==> src/rtl/mips_pkg.sv <==
// mips_pkg: shared reset vector and fetch state encoding
package mips_pkg;
  localparam logic [31:0] RESET_PC = 32'hbfc00000;
  typedef enum logic [2:0] {IDLE, WAIT_ADDR, WAIT_DATA, HOLD, DISCARD} fetch_state_t;
endpackage

==> src/rtl/inst_fetch_ctrl.sv <==
// inst_fetch_ctrl: single-outstanding instruction fetch sequencer with flush discard
// Optional misaligned-PC fetch exception enabled by defining IF_ADDR_EXC_EN.
module inst_fetch_ctrl #(
  parameter int WIDTH = 32,
  parameter logic [WIDTH-1:0] RESET_PC = mips_pkg::RESET_PC
) (
  input  logic             clk,
  input  logic             resetn,
  input  logic [WIDTH-1:0] pc_i,
  input  logic             pc_ce_i,
  input  logic             stall_i,
  input  logic             flush_i,
  output logic             inst_req,
  output logic [WIDTH-1:0] inst_addr,
  input  logic             inst_addr_ok,
  input  logic             inst_data_ok,
  input  logic [WIDTH-1:0] inst_rdata,
  output logic             stallF_o,
  output logic [WIDTH-1:0] instF_o,
  output logic             instF_valid_o,
  output logic             instF_exc_o
);
  import mips_pkg::*;
  fetch_state_t state_q, state_d;
  logic [WIDTH-1:0] addr_q, addr_d, buf_q, buf_d;
  logic drop_q, drop_d, misal;
`ifdef IF_ADDR_EXC_EN
  logic exc_q;
  assign misal = pc_i[1:0] != 2'b00;
  assign instF_exc_o = state_q == HOLD && exc_q && !flush_i;
  // HOLD is only entered straight from IDLE for a misaligned PC
  always_ff @(posedge clk)
    exc_q <= resetn && state_d == HOLD && (state_q == HOLD ? exc_q : state_q == IDLE);
`else
  assign misal = 1'b0;
  assign instF_exc_o = 1'b0;
`endif
  assign inst_req = state_q == WAIT_ADDR;
  assign inst_addr = addr_q;
  assign stallF_o = !(flush_i || (state_q == WAIT_DATA && inst_data_ok && !stall_i) ||
                      (state_q == HOLD && !stall_i));
  always_comb begin
    state_d = state_q;
    addr_d = addr_q;
    buf_d = buf_q;
    drop_d = drop_q;
    instF_o = inst_rdata;
    instF_valid_o = 1'b0;
    case (state_q)
      IDLE: if (pc_ce_i && !flush_i) begin
        if (misal) begin
          buf_d = '0;
          state_d = HOLD;
        end else begin
          addr_d = pc_i;
          state_d = WAIT_ADDR;
        end
      end
      WAIT_ADDR: if (inst_addr_ok) begin
        state_d = (flush_i || drop_q) ? DISCARD : WAIT_DATA;
        drop_d = 1'b0;
      end else if (flush_i) drop_d = 1'b1;
      WAIT_DATA: if (inst_data_ok) begin
        instF_valid_o = !flush_i;
        buf_d = inst_rdata;
        state_d = (flush_i || !stall_i) ? IDLE : HOLD;
      end else if (flush_i) state_d = DISCARD;
      HOLD: begin
        instF_o = buf_q;
        instF_valid_o = !flush_i;
        state_d = (flush_i || !stall_i) ? IDLE : HOLD;
      end
      DISCARD: state_d = inst_data_ok ? IDLE : DISCARD;
      default: state_d = IDLE;
    endcase
  end
  always_ff @(posedge clk)
    if (!resetn) begin
      state_q <= IDLE;
      addr_q <= RESET_PC;
      buf_q <= '0;
      drop_q <= 1'b0;
    end else begin
      state_q <= state_d;
      addr_q <= addr_d;
      buf_q <= buf_d;
      drop_q <= drop_d;
    end
  // data_ok with nothing awaiting data is a bus protocol violation
  assert property (@(posedge clk) disable iff (!resetn)
    !(inst_data_ok && (state_q == IDLE || state_q == WAIT_ADDR)));
endmodule

==> config.mk <==
export PLATFORM = sky130hd
export DESIGN_NAME = inst_fetch_ctrl
export DESIGN_NICKNAME = d
export VERILOG_FILES = /design/src/rtl/mips_pkg.sv /design/src/rtl/inst_fetch_ctrl.sv
export SDC_FILE = /design/constraint.sdc
export NUM_CORES = 1
export LEC_CHECK = 0
export CAP_MARGIN = 25
export CORE_UTILIZATION = 37
export CTS_CLUSTER_SIZE = 24
export DETAILED_ROUTE_END_ITERATION = 8
export MAX_ROUTING_LAYER = met4
export PLACE_DENSITY = 0.77
export SLEW_MARGIN = 20
export SYNTH_ARGS = -nofsm -noshare
export SYNTH_HDL_FRONTEND = slang
export SYNTH_SLANG_ARGS = --single-unit
==> constraint.sdc <==
create_clock -name clk -period 1.4 [get_ports clk]
set_input_delay 0.21 -clock clk [delete_from_list [all_inputs] [get_ports clk]]
set_output_delay 0.21 -clock clk [all_outputs]
set_load 0.01 [all_outputs]
; After elaboration in Yosys (flattened, before gate mapping)
; Index checks and enable logic that the tools add are counted.
[word_totals]
elab_cells = 41
rom_bits = 0
input_bits = 71
register_bits = 68
output_inout_bits = 68
ram_bits = 0
n_memories = 0
latch_bits = 0
[classes]
n_addsub = 0
mul = 0
n_lt_le_gt_ge = 0
n_eq_ne = 7
muxes = 13
n_div = 0
bitwise = 0
n_reduce_logical = 17
n_shift = 0
[op_table]
columns = op, count
row1 = 32-bit 2-to-1 mux, 1
row2 = 3-bit 2-to-1 mux, 6
row3 = 3-bit one-hot mux with 5 select lines, 1
row4 = 3-bit by 2-bit == test with 1-bit output (second input constant), 2
row5 = 2-bit AND reduction, 3
row6 = 1-bit logical AND, 4
row7 = 1-bit logical OR, 4
row8 = 3-bit by 1-bit == test with 1-bit output (second input constant), 1
row9 = 3-bit == test (second input constant), 1
row10 = 1-bit logical NOT, 3
row11 = 3-bit logical NOT, 1
row12 = 1-bit 2-to-1 mux, 3
row13 = 3-bit != test (second input constant), 1
row14 = 3-bit AND reduction, 1
row15 = 2-bit 2-to-1 mux, 1
row16 = 2-bit by 1-bit != test with 1-bit output (second input constant), 1
row17 = 2-bit != test (second input constant), 1
row18 = 1-bit one-hot mux with 2 select lines, 1
row19 = 2-bit nonzero test, 1

; Depth between registers and ports, before layout
[logic_depth]
ltp_word = 6
ltp_mapped = 6
ltp_nobuf = 4

; Worst setup path before layout
; No wires, ideal clock.
[synth_path]
path_type = register to output
start = register state_q[1]
end = output port instF_o[25]
slack_ps = -35
stages_incl_launch_ff = 5
arrival_ps = 1225
n_path_buf = 1
t_required_ps = 1190
path_cell_list = dfxtp_1 -> nor2b_4 -> nand2_2 -> buf_6 -> mux2_1
[synth_between]
elab_chain_cells = 2
[synth_rtl]
columns = item, line_no
row1 = from (decl), inst_fetch_ctrl.sv:24  ; fetch_state_t state_q, state_d;
row2 = from (signal assigned), inst_fetch_ctrl.sv:84  ; state_q <= state_d;
row3 = 3-bit by 2-bit == test with 1-bit output, inst_fetch_ctrl.sv:49  ; case (state_q)
row4 = 32-bit 2-to-1 mux, inst_fetch_ctrl.sv:49
row5 = to (decl), inst_fetch_ctrl.sv:19  ; output logic [WIDTH-1:0] instF_o,
; Every way passes these cells.

; Final worst setup path
; Same ends and word-level chain as after synthesis.

==> reports/metrics.yaml <==
clock_path_buffers: 2
syn_avg_cell_area_sq_um: 8.25
ys_ff_latch: 68
r2r-end: "state_q[0]"
reg2reg_from: "state_q[0]"
pwr-share-clk_pct: 34.0
core_area_sq_um: 7690
ir_drop_v: 0.000554
fin_crit_ps: 1860
num-nets-final: 581
die_y_um: 90.9
status: "complete, but fails checks"
grt_overflow: 0
critPathKind: "reg2out"
synth_top_area_cell: "dfxtp_1"
place.gp.congestion: 0.862
dieArea_sq_um: 8260
netSwitchingPower_mw: 1.46
ant_nets: 0
rows: 32
grt_max_degree: 35
yosys_warnings: 0
holdPathStages: 3
p_int_mw: 3.87
violations: "setup timing"
holdBufCountCts: 0
min_path_type: "in2reg"
via_per_inst: 4.99
power_density_nw_per_um2: 1010
synth_seq_area_share_pct: 46.6
cts_made_buffers: 9
synth_common_cells: "nand2_1 (128), dfxtp_1 (68), a21oi_1 (58)"
drt-total-wl_um: 9270
start_kind: "flip-flop"
placed_area_sq_um: 4480
vias: 3080
drive_above_1_share_pct: 34.8
dp_hpwl_um: 5290
synthTopCellsByArea: "dfxtp_1 (47%), nand2_1 (16%), mux2_2 (12%)"
r2r_slack_ps: -80
synth_top_area_share_pct: 46.6
synth_most_common_cell: "nand2_1"
die_x_um: 90.9
synth_edf_count: 0
cp_data_arrival_time_ps: 1650
cts_tree: "done"
max_freq_mhz: 539
pre_cts_ws_ps: -381
drc: 0
antenna-diode-count: 0
placedCellCount: 587
syn_to_final_growth_pct: 81.4
ctsRootBufferMaster: "clkbuf_8"
clk_latency_ps: 340
netlist_instances: 354
hold_viol: 0
drt_iter0_markers: 70
setup_viol: 48
hold_start: "pc_i[17]"
gr-usage-all-layers_pct: 21.0
cts.clk_slew.worst_paths_ps: 80
htree_levels: 3
worstRegToRegCells: 7
grt_pass1_wl_um: 13600
grt_pass1_vias: 2901
cts.sinks: 68
final_cell_area_sq_um: 5300
synthFlopType: "dfxtp_1"
io_buffers: 137
syn-cell-area_sq_um: 2920
syn_nets: 425
wl_per_cell_um: 15.0
skew_ps: 11.5
crit_required_ps: 1190
pin_count: 139
rsz0062_at_grt: "yes"
fin_cells: 617
hold_end: "inst_addr[17]"
ys_types: 27
antenna_found_initial: 0
pwr-share-seq_pct: 39.5
fin_crit_sh_pct: 133
maxSlewViolCount: 0
power.leakage_nw: 2.19
critPathCaptureType: "output port"
swShare_pct: 27.3
cap_violations: 0
start_util_pct: 38.0
combPwrFrac_pct: 26.5
cp_max_fo: 8
finalWorstSetupSlack_ps: -455
dr.pass1.iters: 4
async_reset_ff_share_pct: 0
## registers in the layout (all words and copies together), names as in the netlist
signal     flops
drop_q         1
state_q        3
inst_addr     32
buf_q         32
## layer usage
metal  vias to the layer above  track usage (%)  routed length, um
met5                         -                -                  0
met4                         0             8.20                173
met3                        19             5.13                535
met2                       118             35.0               4750
met1                      1463             24.3               3800
li1                       1480                -                  -
## area by class of cell
class | instances | area (sq um)
well taps | 102 | 128
repair buffers | 170 | 1880
clock inverters | 6 | 87.6
inverters | 5 | 18.8
flip-flops and latches | 68 | 1370
clock buffers | 10 | 138
multi-input cells | 256 | 1680
fillers | 601 | 2390
## critical path, stage by stage (launching register included)
cell,delay [ps]
dfxtp_2,330
nor2b_4,200
nand2_8,70
buf_12,140
buf_16,140
mux2_4,300
buf_6,120
## timing repair
item	CTS	global route
gates resized for setup	229	70
gates cloned	4	5
setup buffers	5	3
endpoints found under the setup margin	69	97
pin swaps	5	31
## cells by family after synthesis
logic type / count (synthesis) / synth area share, %
AND/OR/NAND/NOR: 157 / 22.5
flip-flops: 68 / 46.6
AO/OA/AOI/OAI: 66 / 12.3
multiplexers: 32 / 12.3
buffers and inverters: 30 / 6.08
other: 1 / 0.128
## power groups by stage
stage	clock, mW	combinational, mW	sequential (mW)
CTS	1.84	1.19	2.11
finish	1.81	1.41	2.11
floorplan	0	0.417	2.18
detailed placement	0	1.12	2.14
global placement	0	1.11	2.13
global route	1.94	1.51	2.12
## layout by cell type (no fill, tap or decap), types with 6 or more instances in the layout
| master | synthesis | final |
|---|---|---|
| nand2_1 | 128 | 114 |
| clkdlybuf4s50_1 | 0 | 69 |
| dfxtp_1 | 68 | 65 |
| buf_6 | 6 | 40 |
| dlygate4sd2_1 | 0 | 32 |
| a21oi_1 | 58 | 30 |
| mux2_2 | 30 | 29 |
| a21oi_2 | 0 | 28 |
| nand2_4 | 0 | 12 |
| clkbuf_8 | 0 | 10 |
| buf_4 | 2 | 10 |
| nand3_1 | 11 | 9 |
| buf_12 | 0 | 6 |
## worst max path at each step
stage / startpoint / end / slack (ps)
global route: state_q[1] / instF_o[25] / -530
detailed placement: state_q[1] / instF_o[31] / -380
finish: state_q[1] / instF_o[25] / -460
CTS: state_q[1] / instF_o[25] / -470
global placement: state_q[1] / instF_o[31] / -380
floorplan: state_q[1] / instF_o[25] / 30
## metrics by stage
step | utilization, % | TNS (ps) | power (mW) | hold WS, ps
after floorplan | - | 0 | 2.60 | 307
after global placement | 58.3 | -20180 | 3.24 | 439
after detailed placement | 58.3 | -22200 | 3.26 | 445
after CTS | 64.3 | -15050 | 5.14 | 407
after global routing | 68.9 | -19120 | 5.56 | 413
final | 68.9 | -14700 | 5.33 | 410
Note: power is estimated with default switching activity, not from simulation.
